===== config.mk =====
export PLATFORM = sky130hd
export DESIGN_NAME = mcu_bus_master
export DESIGN_NICKNAME = d
export VERILOG_FILES = /design/src/rtl/scope_bus_pkg.sv /design/src/rtl/mcu_bus_master.sv
export SDC_FILE = /design/constraint.sdc
export NUM_CORES = 1
export LEC_CHECK = 0
export ABC_AREA = 1
export ABC_CLOCK_PERIOD_IN_PS = 3700
export CAP_MARGIN = 20
export CORE_UTILIZATION = 31
export CTS_BUF_LIST = sky130_fd_sc_hd__clkbuf_2 sky130_fd_sc_hd__clkbuf_4 sky130_fd_sc_hd__clkbuf_8
export DETAILED_ROUTE_END_ITERATION = 8
export GPL_ROUTABILITY_DRIVEN = 1
export PLACE_DENSITY = 0.53
export SYNTH_ARGS = -nofsm -noshare
export SYNTH_HDL_FRONTEND = slang
export SYNTH_SLANG_ARGS = --single-unit

===== constraint.sdc =====
create_clock -name i_xtal -period 3.7 [get_ports i_xtal]
set_input_delay 1.11 -clock i_xtal [delete_from_list [all_inputs] [get_ports i_xtal]]
set_output_delay 1.11 -clock i_xtal [all_outputs]
set_load 0.02 [all_outputs]

===== src/rtl/scope_bus_pkg.sv =====
`default_nettype none
// ============================================================================
// Module   : scope_bus_pkg
// Purpose  : Shared definitions for the scope MCU parallel bus: command
//            codes, master state encoding and transaction size limit.
// Revision : 1.0 - initial release
// ============================================================================
package scope_bus_pkg;

    // Longest data phase of one transaction; the responder's data index is
    // two bits wide, so it wraps after four bytes.
    localparam int MAX_BYTES = 4;

    // Responder command codes
    localparam logic [7:0] CMD_RESET      = 8'h01;
    localparam logic [7:0] CMD_READY      = 8'h05;
    localparam logic [7:0] CMD_IDENT      = 8'h06;
    localparam logic [7:0] CMD_RATE       = 8'h0D;
    localparam logic [7:0] CMD_DEBUG      = 8'h0E;
    localparam logic [7:0] CMD_TRIG_CHAN  = 8'h15;
    localparam logic [7:0] CMD_TRIG_EDGE  = 8'h16;
    localparam logic [7:0] CMD_TRIG_LEVEL = 8'h17;
    localparam logic [7:0] CMD_TRIG_MODE  = 8'h1A;
    localparam logic [7:0] CMD_BUF1       = 8'h20;
    localparam logic [7:0] CMD_BUF2       = 8'h22;
    localparam logic [7:0] CMD_OFS1       = 8'h32;
    localparam logic [7:0] CMD_RLY1       = 8'h33;
    localparam logic [7:0] CMD_ACDC1      = 8'h34;
    localparam logic [7:0] CMD_OFS2       = 8'h35;
    localparam logic [7:0] CMD_RLY2       = 8'h36;
    localparam logic [7:0] CMD_ACDC2      = 8'h37;
    localparam logic [7:0] CMD_DISPLAY    = 8'h38;

    // Bus master sequencer states
    typedef enum logic [3:0] {
        ST_IDLE      = 4'd0,
        ST_CMD_SETUP = 4'd1,
        ST_CMD_LOW   = 4'd2,
        ST_CMD_HIGH  = 4'd3,
        ST_TURN      = 4'd4,
        ST_DAT_SETUP = 4'd5,
        ST_DAT_LOW   = 4'd6,
        ST_DAT_HIGH  = 4'd7,
        ST_DONE      = 4'd8
    } mcu_state_t;

endpackage
`default_nettype wire


===== src/rtl/mcu_bus_master.sv =====
`default_nettype none
// ============================================================================
// Module   : mcu_bus_master
// Purpose  : Initiator of the scope MCU parallel bus. Issues one command
//            byte followed by 0..4 data bytes (write or read) with
//            programmable setup / strobe-low / hold timing.
// Revision : 1.0 - initial release
// ============================================================================
module mcu_bus_master
    import scope_bus_pkg::*;
#(
    parameter int SETUP_CYC = 2,
    parameter int LOW_CYC   = 4,
    parameter int HIGH_CYC  = 2
) (
    input  logic        i_xtal,
    input  logic        i_reset,
    input  logic        i_start,
    input  logic [7:0]  i_cmd,
    input  logic        i_write,
    input  logic [2:0]  i_len,
    input  logic [31:0] i_wdata,
    output logic [31:0] o_rdata,
    output logic        o_busy,
    output logic        o_done,
    output logic        o_mcu_clk,
    output logic        o_mcu_rws,
    output logic        o_mcu_dcs,
    output logic [7:0]  o_mcu_d,
    output logic        o_mcu_d_oe,
    input  logic [7:0]  i_mcu_d
);

    // Last phase-counter value of each timed phase
    localparam logic [7:0] c_setup_last = 8'(SETUP_CYC - 1);
    localparam logic [7:0] c_low_last   = 8'(LOW_CYC - 1);
    localparam logic [7:0] c_high_last  = 8'(HIGH_CYC - 1);
    localparam logic [2:0] c_max_len    = 3'(MAX_BYTES);

    mcu_state_t  r_state;
    mcu_state_t  w_next;
    logic [7:0]  r_phase;
    logic [2:0]  r_byte;
    logic [2:0]  r_len;
    logic [7:0]  r_cmd;
    logic        r_write;
    logic [31:0] r_wdata;
    logic [31:0] r_rdata;
    logic [2:0]  w_len_clamped;

    assign w_len_clamped = (i_len > c_max_len) ? c_max_len : i_len;
    assign o_rdata       = r_rdata;

    // State register and phase counter; the counter restarts on every state change
    always_ff @(posedge i_xtal) begin
        if (i_reset) begin
            r_state <= ST_IDLE;
            r_phase <= 8'd0;
        end else begin
            r_state <= w_next;
            r_phase <= (w_next != r_state) ? 8'd0 : r_phase + 8'd1;
        end
    end

    // Transaction latches, byte counter, write shifter and read capture
    always_ff @(posedge i_xtal) begin
        if (i_reset) begin
            r_byte  <= 3'd0;
            r_len   <= 3'd0;
            r_cmd   <= 8'd0;
            r_write <= 1'b0;
            r_wdata <= 32'd0;
            r_rdata <= 32'd0;
        end else begin
            if (r_state == ST_IDLE && i_start) begin
                r_byte  <= 3'd0;
                r_len   <= w_len_clamped;
                r_cmd   <= i_cmd;
                r_write <= i_write;
                r_wdata <= i_wdata;
                r_rdata <= 32'd0;
            end
            // Responder data has had the whole low phase to settle
            if (r_state == ST_DAT_LOW && !r_write && r_phase == c_low_last) begin
                case (r_byte[1:0])
                    2'd0:    r_rdata[31:24] <= i_mcu_d;
                    2'd1:    r_rdata[23:16] <= i_mcu_d;
                    2'd2:    r_rdata[15:8]  <= i_mcu_d;
                    default: r_rdata[7:0]   <= i_mcu_d;
                endcase
            end
            // Next write byte always sits in the top lane of the shifter
            if (r_state == ST_DAT_HIGH && r_phase == c_high_last) begin
                r_byte  <= r_byte + 3'd1;
                r_wdata <= {r_wdata[23:0], 8'h00};
            end
        end
    end

    // Next-state decode and bus line drive
    always_comb begin
        w_next     = r_state;
        o_mcu_clk  = 1'b1;
        o_mcu_rws  = 1'b1;
        o_mcu_dcs  = 1'b1;
        o_mcu_d    = 8'h00;
        o_mcu_d_oe = 1'b0;
        o_busy     = 1'b1;
        o_done     = 1'b0;
        case (r_state)
            ST_IDLE: begin
                o_busy = 1'b0;
                if (i_start) w_next = ST_CMD_SETUP;
            end
            ST_CMD_SETUP: begin
                o_mcu_d    = r_cmd;
                o_mcu_d_oe = 1'b1;
                if (r_phase == c_setup_last) w_next = ST_CMD_LOW;
            end
            ST_CMD_LOW: begin
                o_mcu_clk  = 1'b0;
                o_mcu_d    = r_cmd;
                o_mcu_d_oe = 1'b1;
                if (r_phase == c_low_last) w_next = ST_CMD_HIGH;
            end
            ST_CMD_HIGH: begin
                o_mcu_d    = r_cmd;
                o_mcu_d_oe = 1'b1;
                if (r_phase == c_high_last) begin
                    if (r_len == 3'd0) w_next = ST_DONE;
                    else if (r_write)  w_next = ST_DAT_SETUP;
                    else               w_next = ST_TURN;
                end
            end
            ST_TURN: begin
                // Bus released with rws still high before the responder drives
                w_next = ST_DAT_SETUP;
            end
            ST_DAT_SETUP, ST_DAT_LOW, ST_DAT_HIGH: begin
                o_mcu_dcs  = 1'b0;
                o_mcu_rws  = r_write;
                o_mcu_d_oe = r_write;
                o_mcu_d    = r_write ? r_wdata[31:24] : 8'h00;
                if (r_state == ST_DAT_SETUP) begin
                    if (r_phase == c_setup_last) w_next = ST_DAT_LOW;
                end else if (r_state == ST_DAT_LOW) begin
                    o_mcu_clk = 1'b0;
                    if (r_phase == c_low_last) w_next = ST_DAT_HIGH;
                end else if (r_phase == c_high_last) begin
                    w_next = (r_byte == r_len - 3'd1) ? ST_DONE : ST_DAT_SETUP;
                end
            end
            ST_DONE: begin
                o_busy = 1'b0;
                o_done = 1'b1;
                w_next = ST_IDLE;
            end
            default: begin
                o_busy = 1'b0;
                w_next = ST_IDLE;
            end
        endcase
    end

endmodule
`default_nettype wire


==> flow_summary.toml <==
[global_route]
antenna_found_initial = 0
first_global_vias = 3623
overflow = 0
grt_first_pass_wirelength_mm = 16.9
grt_max_degree = 46
grtUsageTotal_pct = 16.2

[detailed_routing]
ant_nets = 0
drt_iter0_drc = 219
vias = 3845
drc = 0
dr.pass1.iters = 4
vias_per_cell = 4.74
wl_per_cell_microns = 12.8
drt-total-wl_mm = 10.4

[placed_design]
routabilityCongestion = 0.838
io_buffers = 100
post-dp-hpwl_mm = 7.42

[pwr]
powerDensity_nw_per_um2 = 404
leakagePower_uw = 0.00191
irDropWorstVdd_uv = 222

[synth]
synth_cells = 546
synth_common_cells = "nand2_1 (171), dfxtp_1 (91), a21oi_1 (54)"
seq_area_frac_synth_pct = 45.7
netlist_area_sq_um = 3990
synth_fp_nets = 609
yosys.area.top_type_share_pct = 45.7
synthFlopType = "dfxtp_1"
yosysWarnings = 0
yosysTopAreaCell = "dfxtp_1"
synth_area_per_cell_sq_um = 7.31
synth_area_leaders = "dfxtp_1 (46%), nand2_1 (16%), a21oi_1 (6.8%), o21ai_0 (6.3%), a31oi_1 (3.9%)"
synth_most_common_cell = "nand2_1"
async_reset_ff_share_pct = 0
synth_cell_types = 28
synth-edff-count = 0
ys_seq_elements = 91

[critical_path]
crit_family = "buffers and inverters"
criticalPathCategory = "flip-flop to output port"
crit_path_end_kind = "output port"
crit_arrival_ns = 2.25
required_ns = 2.59
slowest_stage = "clkdlybuf4s50_1"
critPathMaxStageDelay_ns = 0.63
cp-start-kind = "flip-flop"
cp_cell_sequence = "nor2_1 -> o21ai_1 -> o21ai_0 -> clkdlybuf4s50_1"
critical_path.max_fanout = 9
crit_buf_inv = 1

[die]
die_h_microns = 115
fp.dieW_microns = 115
core_sq_um = 12600
ios = 101
initial_core_util_pct = 31.7
die-area_sq_um = 13300
rows = 41

[timing]
min_period_ns = 3.36
whs_ns = 0.451
max_slew_margin_pct = 61.3
final_hold_viol_count = 0
rsz0062_at_grt = "no"
fin_worst_skew_ns = 0.0134
setup_violations = 0
final.setup.tns_ns = 0
max_freq_ghz = 0.297
maxSlewViolCount = 0
tightestPinTransition_ns = 0.576
fin_crit_sh_pct = 90.9

[clocking]
clock_path_buffers = 2
cts_sinks = 91
path_clk_slew_ns = 0.10
cts_setup_buffers = 0
insertion_delay_ns = 0.37
cts_hold_buf = 0
cts_root_buf = "clkbuf_8"
htree_levels = 3
ctsResizeCount = 0
cts_tree = "built"
cts_buffers = 9

[job]
cap_violations = 0

[layout]
drive_gt1_share_pct = 5.78
fillers = 1333
final_net_count = 698
num_antenna_cells = 0
area_growth_pct = 32.1
multi_input_area_sq_um = 1880
regArea_sq_um = 1820

[run_status]
status = "complete, no violations"

[worst_hold_path]
hold_class = "flip-flop to flip-flop"
## power by group
part	internal [uW]	switching (uW)	leakage, uW
Sequential	1040	40.3	0.000741
Combinational	170	260	0.00107
Clock	248	370	0.0000896
## registers in the layout, summed over array words and instances (netlist names)
signal and flops:
r_byte 3, r_wdata 32, r_write 1, r_state 4
r_cmd 8, o_rdata 32, r_phase 8, r_len 3
## stage by stage
step	std cells	power, uW	setup slack [ns]	util, %	area [sq um]
6_report	812	2130	0.336	42.0	5270
2_1_floorplan	546	1370	1.24	-	3990
5_1_grt	812	2250	0.115	42.0	5270
3_5_place_dp	796	1540	0.736	40.5	5100
4_1_cts	812	2160	0.322	42.0	5270
3_3_place_gp	796	1530	0.789	40.5	5100
## cell families (layout without fill, tap and decap cells)
logic type | Yosys count | count (layout) | synth area share (%)
simple gates | 238 | 238 | 24.9
compound gates | 138 | 138 | 18.5
flops | 91 | 91 | 45.7
buf+inv | 65 | 159 | 7.15
fa+ha+maj | 8 | 8 | 2.51
xor+xnor | 6 | 6 | 1.32
## cell type report
type                       instances  share of cell area (%)
tap                              172                    4.08
timing repair buffer             103                    19.4
sequential                        91                    34.6
clock buffer                       9                    2.35
clock inverter                     7                   0.997
inverter                          40                    2.90
multi-input combinational        390                    35.7
## path summary, 6_finish.rpt
kind	startpoint	cells past startpoint	endpoint	slack (ns)
worst max register to register	r_phase[1]$_SDFF_PP0_	9	r_byte[0]$_SDFFE_PP0P_	1.65
worst max-delay path	r_state[3]$_SDFF_PP0_	4	o_mcu_d[3]	0.34
worst min register to register	r_cmd[5]$_SDFFE_PP0P_	2	r_cmd[5]$_SDFFE_PP0P_	0.45
worst min-delay path	r_cmd[5]$_SDFFE_PP0P_	2	r_cmd[5]$_SDFFE_PP0P_	0.45
## routing by layer
metal / up-vias / global-route usage [%] / wire length (microns)
li1: 1968 / - / -
met2: 108 / 27.3 / 4880
met1: 1753 / 19.3 / 4690
met3: 16 / 5.13 / 662
met4: 0 / 5.80 / 179
met5: - / 0 / 0
## worst min-delay path: cells and delay by family, from the launching register on
kind,cells,cell delay [ns]
compound gates,1,0.05
buf+inv,1,0.05
flops,1,0.31
## cell usage in the layout (no fill, tap or decap), types with 8 or more instances in the layout
cell type / netlist / layout
clkdlybuf4s50_1: 0 / 100
a31oi_1: 25 / 25
nand2_1: 171 / 171
clkbuf_8: 0 / 9
nor2_1: 32 / 32
o21ai_0: 50 / 50
ha_1: 8 / 8
nand3_1: 19 / 19
dfxtp_1: 91 / 91
a21oi_1: 54 / 54
inv_1: 34 / 34
(Power assumes the default switching activity.)
